**config.mk**
```make
export PLATFORM = sky130hd
export DESIGN_NAME = match_event_logger
export DESIGN_NICKNAME = d
export VERILOG_FILES = /design/src/rtl/match_event_logger.sv
export SDC_FILE = /design/constraint.sdc
export NUM_CORES = 1
export LEC_CHECK = 0
export CORE_ASPECT_RATIO = 0.7
export CORE_MARGIN = 8
export CORE_UTILIZATION = 55
export DETAILED_ROUTE_END_ITERATION = 8
export HOLD_SLACK_MARGIN = 0.02
export PLACE_DENSITY_LB_ADDON = 0.05
export SETUP_SLACK_MARGIN = 0.05
export SKIP_CTS_REPAIR_TIMING = 1
export SYNTH_ARGS = -nofsm -noshare
export SYNTH_HDL_FRONTEND = slang
export SYNTH_SLANG_ARGS = --single-unit
```
**constraint.sdc**
```tcl
create_clock -name clk -period 3.25 [get_ports clk]
set_input_delay 0.325 -clock clk [delete_from_list [all_inputs] [get_ports clk]]
set_output_delay 0.325 -clock clk [all_outputs]
set_load 0.01 [all_outputs]
```
**src/rtl/match_event_logger.sv**
```systemverilog
// Match event logger: stamps each 1010 detector hit with its stream
// position, queues the stamps in a small FIFO and keeps hit/overflow stats.
module match_event_logger #(
   parameter int POS_W = 8,
   parameter int DEPTH = 4,
   parameter int CNT_W = 16
) (
   input  logic                     clk,
   input  logic                     rst,
   input  logic                     clr,
   input  logic                     bit_valid,
   input  logic                     det_in,
   output logic                     out_valid,
   input  logic                     out_ready,
   output logic [POS_W-1:0]         out_pos,
   output logic [$clog2(DEPTH):0]   level,
   output logic [CNT_W-1:0]         hit_cnt,
   output logic                     overflow
);

   localparam int AW = $clog2(DEPTH);
   localparam logic [AW:0] FULL = (AW+1)'(DEPTH);

   logic [POS_W-1:0] pos;
   logic [AW-1:0]    wr_ptr;
   logic [AW-1:0]    rd_ptr;
   logic [POS_W-1:0] mem [DEPTH];

   logic push;
   logic pop;
   logic full;
   logic wr_en;
   logic drop;

   assign full      = (level == FULL);
   assign out_valid = (level != '0);
   assign push      = bit_valid & det_in;
   assign pop       = out_valid & out_ready;
   // A full FIFO still accepts a push when the head leaves on the same edge
   assign wr_en     = push & (~full | pop);
   assign drop      = push & full & ~pop;
   assign out_pos   = out_valid ? mem[rd_ptr] : '0;

   always_ff @(posedge clk or posedge rst) begin
      if (rst) begin
         pos      <= '0;
         wr_ptr   <= '0;
         rd_ptr   <= '0;
         level    <= '0;
         hit_cnt  <= '0;
         overflow <= 1'b0;
      end else if (clr) begin
         pos      <= '0;
         wr_ptr   <= '0;
         rd_ptr   <= '0;
         level    <= '0;
         hit_cnt  <= '0;
         overflow <= 1'b0;
      end else begin
         if (bit_valid)
            pos <= pos + POS_W'(1);
         if (wr_en)
            wr_ptr <= wr_ptr + AW'(1);
         if (pop)
            rd_ptr <= rd_ptr + AW'(1);
         if (wr_en && !pop)
            level <= level + (AW+1)'(1);
         else if (pop && !wr_en)
            level <= level - (AW+1)'(1);
         if (push && hit_cnt != '1)
            hit_cnt <= hit_cnt + CNT_W'(1);
         if (drop)
            overflow <= 1'b1;
      end
   end

   // Storage needs no reset: out_pos is gated by level
   always_ff @(posedge clk) begin
      if (wr_en)
         mem[wr_ptr] <= pos;
   end

endmodule

```
==> metrics.cfg, run 1 <==
[run_status]
outcome=finished clean

[worst_setup_path]
cp-end-kind=output port
worstPathArrival_ps=2260
r2r_cells=7
cp-start-kind=flop
critPathSlowestCell=dfrtp_1
critical_path.cell_chain=mux4_2 > and2_1 > clkdlybuf4s50_1
r2r_setup_slack_ps=810
crit_family=flip-flops
cp_num_cells=3
worstSetupPathType=reg2out
cp_num_buf_inv=1
max_stage_delay_ps=710
timing.rr.end=level[2]
crit_fanout=10
reg2reg_from=level[1]
critical_path_required_ps=2920

[timing]
fin_skew_ps=5.91
whs_ps=374
rsz0062_at_grt=false
tns_ps=0
finalCritPeriodShare_pct=79.5
slew_headroom_pct=28.7
hold_viol_final=0
period_needed_ps=2580
setup_viol=0
max_freq_mhz=387
tightest_slew_ps=1060
maxSlewViolCount=0

[finish]
drive_above_1_share_pct=11.3
antenna_cells=0
syn_to_final_growth_pct=21.0
utilization_pct=69.1
ff_latch_area_sq_mm=0.00176
layout.nets=299
multiInputGateArea_sq_mm=0.00116
final_cells=363
fillers=375

[route]
wl_met1_microns=3180
wl_met2_microns=2700
detail-route-antenna-nets=0
drc=0
drtIter0Drc=122
via_per_inst=5.85
wl_per_cell_microns=17.4
drt_first_pass_iters=4
via_count=2123
top_layer_used=met4
drt-total-wl_microns=6310
wl_met3_microns=383

[pwr]
pwr_density_cell_mw_per_mm2=519
ir_drop_uv=295
internal_power_mw=1.43
switchingPower_mw=0.458
pwr-share-clk_pct=35.8
power.leakage_nw=1.33
p_seq_share_pct=48.9
p_total_mw=1.89
switching_share_pct=24.3
combPwrFrac_pct=15.3

[global_route]
grt_pass1_wl_microns=10300
grtUsageTotal_pct=16.1
grt_max_degree=33
grt_pass1_vias=2032
antenna_found_initial=0
overflow=0

[logic_synthesis]
synth_edf_count=32
ys_warn_count=0
synth_cell_types=41
synth-seq-area-share_pct=58.7
syn_nets=259
synthCells=246
synth_top_area_cell=edfxtp_1
synth_top_area_share_pct=32.0
ys_ff_latch=64
netlist_area_sq_mm=0.00300
synth_common_cells=32 x dfrtp_1, 32 x edfxtp_1, 18 x a21oi_1
synth_ff_type=edfxtp_1
syn_avg_cell_area_sq_um=12.2
synth.area.top_cells=edfxtp_1 32%, dfrtp_1 27%, mux4_2 6.0%, and2_1 3.1%, a21oi_1 3.0%
async_reset_ff_share_pct=50.0

[die]
fp-row-count=22
die-height_microns=77.8
die-area_sq_mm=0.00812
ios=35
dieWidth_microns=104
initial_core_util_pct=57.1
core-area_sq_mm=0.00526

[flow_run]
maxCapViolations=0

[clock_tree]
htree_levels=3
cts.clk_slew.worst_paths_ps=60
cts_tree=yes
clock-root-buffer=clkbuf_8
insertion_delay_ps=330
cts_buffers=9
cts_sinks=64
cts_buffer_depth=2

[placement]
io_buffers=34
dpl.hpwl_microns=4420
dp.cells=347
gp_congestion=0.851

[worst_hold_path]
hold_path.class=in2async

cell families after synthesis:
logic type / count (synthesis) / share of synthesized area (%)
and+or+nand+nor: 91 / 16.7
DFF: 64 / 58.7
AOI/OAI and AO/OA: 43 / 8.92
buffers and inverters: 20 / 2.67
xor gates and xnor gates: 11 / 3.21
muxes: 10 / 6.67
adders and majority gates: 7 / 3.17
per-stage QoR:
stage	cell area (sq um)	setup WS, ps
2_1_floorplan	3000	792
3_3_place_gp	3440	687
3_5_place_dp	3440	654
4_1_cts	3630	602
5_1_grt	3630	544
6_report	3630	668
power groups by stage:
stage | Clock (mW) | Sequential (mW) | Combinational, mW
floorplan | 0 | 0.913 | 0.191
global placement | 0 | 0.938 | 0.287
detailed placement | 0 | 0.939 | 0.292
CTS | 0.691 | 0.923 | 0.292
global route | 0.719 | 0.927 | 0.316
finish | 0.675 | 0.921 | 0.289
worst min-delay path, cell delays in order:
cell and delay (ps):
clkdlybuf4s50_1 390, inv_1 50, buf_4 360
layer usage:
metal | GRT usage [%] | up-vias
met5 | 0 | -
met4 | 6.19 | 0
met3 | 6.44 | 8
met2 | 23.0 | 68
met1 | 21.4 | 1038
li1 | - | 1009
flip-flops by register name (all words and copies together), names as in the netlist:
register  cells
pos           8
hit_cnt      16
mem          32
wr_ptr        2
rd_ptr        2
level         3
overflow      1
layout make-up:
cell class	instances	share of cell area (%)
sequential	64	48.5
multi-input combinational	162	31.9
timing repair buffer	41	10.8
clock buffer	12	4.27
tap	72	2.48
clock inverter	4	1.20
inverter	8	0.826
cells in the final DEF, fill, tap and decap left out, types with 4 or more instances in the layout:
cell and count:
dfrtp_1 32, clkdlybuf4s50_1 34, nand3_1 6, or4_1 4
a21oi_1 18, mux4_2 8, inv_1 8, o31ai_1 5
ha_1 6, edfxtp_1 32, nor3_1 8, nor4_1 4
nand2_1 12, xnor2_1 4, buf_4 7, clkbuf_8 11
or3_1 9, xor2_1 7, and2_1 15, nor2_1 17
o21ai_0 7, nand4_1 8
how the worst max path moves through the flow:
stage | start | end
global placement | out_ready | level[2]
CTS | rd_ptr[0] | out_pos[4]
global route | rd_ptr[0] | out_pos[6]
detailed placement | out_ready | level[2]
floorplan | level[1] | level[2]
finish | rd_ptr[0] | out_pos[4]
No activity file was read; power rests on OpenSTA's default activity.
==> inputs of run 2 (changes only) <==
==> constraint.sdc (replaced) <==
create_clock -name clk -period 2.6 [get_ports clk]
set_input_delay 0.26 -clock clk [delete_from_list [all_inputs] [get_ports clk]]
set_output_delay 0.26 -clock clk [all_outputs]
set_load 0.01 [all_outputs]
==> run 2 against run 1 <==
Sequential cell count is the same; final area is 2.9% higher; total power is 36% higher; worst setup slack got worse by 400 ps.
==> metrics.cfg, run 2 (synthesis gave the netlist of run 1 again) <==
[run_status]
outcome=finished clean

[pwr]
power.leakage_nw=1.39  ; +4.2%
ir_drop_uv=507  ; +72%
p_total_mw=2.57  ; +36%
pwr_density_cell_mw_per_mm2=687  ; +33%

[timing]
hold_viol_final=0  ; unchanged
finalCritPeriodShare_pct=89.6
maxSlewViolCount=0  ; unchanged
max_freq_mhz=429
tightest_slew_ps=471  ; -584 ps
tns_ps=0  ; unchanged
rsz0062_at_grt=false
fin_skew_ps=7.71  ; +1.80 ps
setup_viol=0  ; unchanged
slew_headroom_pct=68.3  ; +40 points
setup_ws_ps=272  ; -396 ps
period_needed_ps=2330

[clock_tree]
insertion_delay_ps=340  ; about the same
cts.clk_slew.worst_paths_ps=70  ; about the same
cts_buffers=9  ; unchanged
htree_levels=3  ; unchanged
cts_buffer_depth=2  ; unchanged
cts_tree=yes
clock-root-buffer=clkbuf_8
cts_sinks=64  ; unchanged

[worst_setup_path]
r2r_setup_slack_ps=290  ; -520 ps
cp-end-kind=output port
cp-start-kind=flop
reg2reg_from=level[2]
worstSetupPathType=reg2out
crit_fanout=10  ; unchanged
timing.rr.end=level[2]
critical_path_required_ps=2340  ; -580 ps
worstPathArrival_ps=2070  ; -190 ps
r2r_cells=7  ; unchanged

[route]
drt-total-wl_microns=6330  ; +0.30%
detail-route-antenna-nets=0  ; unchanged
via_count=2185  ; +2.9%
drc=0  ; unchanged
via_per_inst=5.89  ; +0.70%
drtIter0Drc=214  ; +75%
drt_first_pass_iters=4  ; unchanged
wl_per_cell_microns=17.0  ; -1.9%

[finish]
largest_reg_flops=32  ; unchanged
layout.nets=307  ; +2.7%
largest_register=mem
ff_latch_area_sq_mm=0.00176  ; unchanged
top_regs=mem x32, hit_cnt x16, pos x8
final_cell_mix=34 x clkdlybuf4s50_1, 32 x dfrtp_1, 32 x edfxtp_1
multiInputGateArea_sq_mm=0.00116  ; unchanged
syn_to_final_growth_pct=24.5
antenna_cells=0  ; unchanged
fillers=353  ; -5.9%
final_common_cell=clkdlybuf4s50_1
drive_above_1_share_pct=14.4  ; +3.0 points
fin_area_sq_mm=0.00374  ; +2.9%

[die]
core-area_sq_mm=0.00526  ; unchanged
initial_core_util_pct=57.1  ; unchanged
die-area_sq_mm=0.00812  ; unchanged
dieWidth_microns=104  ; unchanged
die-height_microns=77.8  ; unchanged
ios=35  ; unchanged
fp-row-count=22  ; unchanged

[global_route]
overflow=0  ; unchanged
grt_pass1_wl_microns=10500  ; +2.6%
grt_pass1_vias=2014  ; -0.89%
antenna_found_initial=0  ; unchanged
grt_max_degree=33  ; unchanged
grtUsageTotal_pct=16.5  ; +0.44 points

[placement]
gp_congestion=0.842  ; -1.0%
placed_area_sq_mm=0.00350  ; +1.7%
dpl.hpwl_microns=4420  ; about the same
dp_slack_ps=52.6  ; -601 ps
io_buffers=34  ; unchanged

[flow_run]
maxCapViolations=0  ; unchanged

[worst_hold_path]
hold_path.class=in2async

[run 2: cell count changes in the layout (fill, tap and decap cells not counted), sizes merged]
| cell | change |
|---|---|
| clkinvlp | +1 |
| bufinv | +2 |
| buf | +8 |
| clkbuf | -3 |
[run 2: area by class of cell]
type / count / share of cell area [%]
flip-flops and latches: 64 / 47.1
clock inverters: 7 / 3.21
repair buffers: 49 / 12.1
well taps: 72 / 2.41
inverters: 8 / 0.803
clock buffers: 9 / 3.31
multi-input cells: 162 / 31.0
[run 2: worst max-delay path by stage]
stage | from | endpoint | slack, ps | cells past startpoint
after detailed placement | out_ready | level[2] | 50 | 8
after global routing | level[2] | level[2] | 80 | 7
final | level[1] | out_pos[2] | 270 | 5
after CTS | rd_ptr[0] | out_pos[4] | 230 | 4
after floorplan | level[1] | level[2] | 140 | 8
after global placement | out_ready | level[2] | 160 | 8
[run 2: power by group]
part	internal, mW	switching (mW)
sequential	1.09	0.0261
combinational	0.224	0.199
clock	0.638	0.390
total	1.96	0.614
[run 2: critical path: stages, from the launching register on]
cell             delay (ps)
dfrtp_1                 380
buf_4                   170
or3_1                   390
buf_4                   180
and2_1                  130
clkdlybuf4s50_1         480
[run 2: layer usage]
metal	GRT usage (%)	part of all wire [%]	vias up
met5	0	0	-
met4	4.75	0.73	0
met3	6.93	8.4	6
met2	23.2	44	96
met1	22.8	46	1056
li1	-	-	1027
[run 2: per-stage QoR]
stage                     utilization, %  std cells  hold slack (ps)
final                               71.1        371              292
after global routing                71.1        371              335
after CTS                           71.1        371              294
after detailed placement            66.5        355              517
after global placement              66.5        355              507
after floorplan                        -        246              326
==> inputs of run 3 (changes only) <==
--- a/config.mk
+++ b/config.mk
@@ -6,7 +6,7 @@
 export NUM_CORES = 1
 export LEC_CHECK = 0
 export CORE_ASPECT_RATIO = 0.7
-export CORE_MARGIN = 8
+export CORE_MARGIN = 3
 export CORE_UTILIZATION = 55
 export DETAILED_ROUTE_END_ITERATION = 8
 export HOLD_SLACK_MARGIN = 0.02
==> run 3 against run 2 <==
Sequential power hardly changed; register-to-register slack hardly changed; global-route usage up 5.6 points; highest routed layer unchanged; critical path depth stayed put; non-clock buffer count unchanged; core utilization up 2.6 points; final area is 1.0% lower; total power down 4.8%.
==> metrics.cfg, run 3 (synthesis gave the netlist of run 1 again) <==
[pwr]
switchingPower_mw=0.594  ; -3.3%
combPwrFrac_pct=17.3  ; +0.9 points
internal_power_mw=1.85  ; -5.3%
ir_drop_uv=505  ; -0.21%
switching_share_pct=24.3  ; +0.38 points
power.leakage_nw=1.38  ; -0.76%
p_total_mw=2.45  ; -4.8%
p_seq_share_pct=45.7  ; +2.1 points
pwr_density_cell_mw_per_mm2=661  ; -3.9%
pwr-share-clk_pct=37.0  ; -3.0 points

[clock_tree]
insertion_delay_ps=340  ; about the same
cts_buffer_depth=2  ; unchanged
htree_levels=3  ; unchanged
cts.clk_slew.worst_paths_ps=70  ; about the same
clock-root-buffer=clkbuf_8
cts_tree=yes
cts_buffers=9  ; unchanged
cts_sinks=64  ; unchanged

[route]
detail-route-antenna-nets=0  ; unchanged
via_per_inst=5.90  ; +0.26%
drtIter0Drc=203  ; -5.1%
drc=0  ; unchanged
wl_per_cell_microns=17.0  ; -0.44%
drt_first_pass_iters=4  ; unchanged
drt-total-wl_microns=6250  ; -1.2%
via_count=2173  ; -0.55%

[finish]
multiInputGateArea_sq_mm=0.00116  ; unchanged
layout.nets=307  ; unchanged
fin_area_sq_mm=0.00370  ; -1.0%
final_cells=368  ; -0.81%
largest_register=mem
largest_reg_flops=32  ; unchanged
utilization_pct=73.8  ; +2.6 points
fillers=354  ; +0.28%
top_regs=mem x32, hit_cnt x16, pos x8
final_cell_mix=34 x clkdlybuf4s50_1, 32 x dfrtp_1, 32 x edfxtp_1
syn_to_final_growth_pct=23.3
ff_latch_area_sq_mm=0.00176  ; unchanged
antenna_cells=0  ; unchanged
drive_above_1_share_pct=13.7  ; -0.67 points
final_common_cell=clkdlybuf4s50_1

[timing]
period_needed_ps=2350  ; +18.7 ps
slew_headroom_pct=69.7  ; +1.3 points
max_freq_mhz=426  ; -0.80%
setup_ws_ps=253  ; -18.7 ps
setup_viol=0  ; unchanged
maxSlewViolCount=0  ; unchanged
tightest_slew_ps=455  ; -16.5 ps
rsz0062_at_grt=false
tns_ps=0  ; unchanged
hold_viol_final=0  ; unchanged
whs_ps=307  ; +15.3 ps
fin_skew_ps=7.88  ; +0.169 ps
finalCritPeriodShare_pct=90.3  ; +0.72 points

[global_route]
grtUsageTotal_pct=22.1  ; +5.6 points
grt_max_degree=33  ; unchanged
overflow=0  ; unchanged
grt_pass1_vias=2063  ; +2.4%
antenna_found_initial=0  ; unchanged
grt_pass1_wl_microns=10500  ; -0.59%

[die]
ios=35  ; unchanged
die-height_microns=67.8  ; -13%
initial_core_util_pct=59.8  ; +2.7 points
dieWidth_microns=94.3  ; -9.6%
die-area_sq_mm=0.00640  ; -21%
fp-row-count=21  ; -4.5%
core-area_sq_mm=0.00502  ; -4.5%

[worst_setup_path]
worstPathArrival_ps=2090  ; +20 ps
reg2reg_from=level[1]
cp-end-kind=output port
critical_path_required_ps=2340  ; about the same
worstSetupPathType=reg2out
critical_path.cell_chain=buf_4 > or3_1 > buf_4 > and2_1 > clkdlybuf4s50_1
r2r_cells=7  ; unchanged
crit_family=buffers and inverters
critPathSlowestCell=clkdlybuf4s50_1
max_stage_delay_ps=470  ; about the same
r2r_setup_slack_ps=300  ; about the same
startpoint=level[1]
crit_fanout=10  ; unchanged
crit_top_cell=buf_4
cp_num_cells=5  ; unchanged
crit_end=out_pos[5]
cp_num_buf_inv=3  ; unchanged
timing.rr.end=level[2]
cp-start-kind=flop

[placement]
placed_area_sq_mm=0.00349  ; -0.11%
dp.cells=352  ; -0.85%
dp_slack_ps=57.0  ; +4.35 ps
io_buffers=34  ; unchanged
gp_congestion=0.854  ; +1.4%
dpl.hpwl_microns=4170  ; -5.7%

[run_status]
outcome=finished clean

[worst_hold_path]
hold_path.class=in2async

[flow_run]
maxCapViolations=0  ; unchanged

## run 3: changes by cell type in the layout (fill, tap and decap cells not counted), sizes merged
cell	before	now
clkinv	3	5
clkinvlp	1	0
bufinv	3	2
## run 3: cell type report
cell class,instances,area share [%]
Clock buffer,9,3.35
Clock inverter,7,2.33
Inverter,8,0.811
Multi-Input combinational cell,162,31.4
Sequential cell,64,47.6
Tap cell,69,2.33
Timing Repair Buffer,49,12.2
## run 3: worst reg2reg max path: stages, from the launching register on
cell,delay (ps)
dfrtp_1,380
nor4b_1,440
nor2_1,100
and2_1,160
fa_1,420
or3_1,390
a31oi_1,190
a21oi_1,80
## run 3: layer usage
layer	global-route usage, %	part of all wire (%)	vias up
li1	-	-	1027
met4	6.67	1.3	0
met2	31.7	44	72
met3	6.37	5.4	9
met5	0	0	-
met1	32.9	49	1065
## run 3: worst min-delay path by stage
stage | start | endpoint | slack (ps) | cells after the start
after floorplan | clr | hit_cnt[12] | 330 | 1
after global placement | overflow | overflow | 480 | 2
after detailed placement | overflow | overflow | 490 | 2
after CTS | rst | level[0] | 320 | 3
after global routing | rst | rd_ptr[0] | 360 | 3
final | rst | wr_ptr[1] | 310 | 3
## run 3: power by group through the flow
stage | sequential [mW] | combinational (mW) | clock (mW)
final | 1.12 | 0.423 | 0.905
after global routing | 1.12 | 0.466 | 0.964
after CTS | 1.12 | 0.428 | 0.915
after detailed placement | 1.14 | 0.426 | 0
after global placement | 1.14 | 0.422 | 0
after floorplan | 1.14 | 0.238 | 0
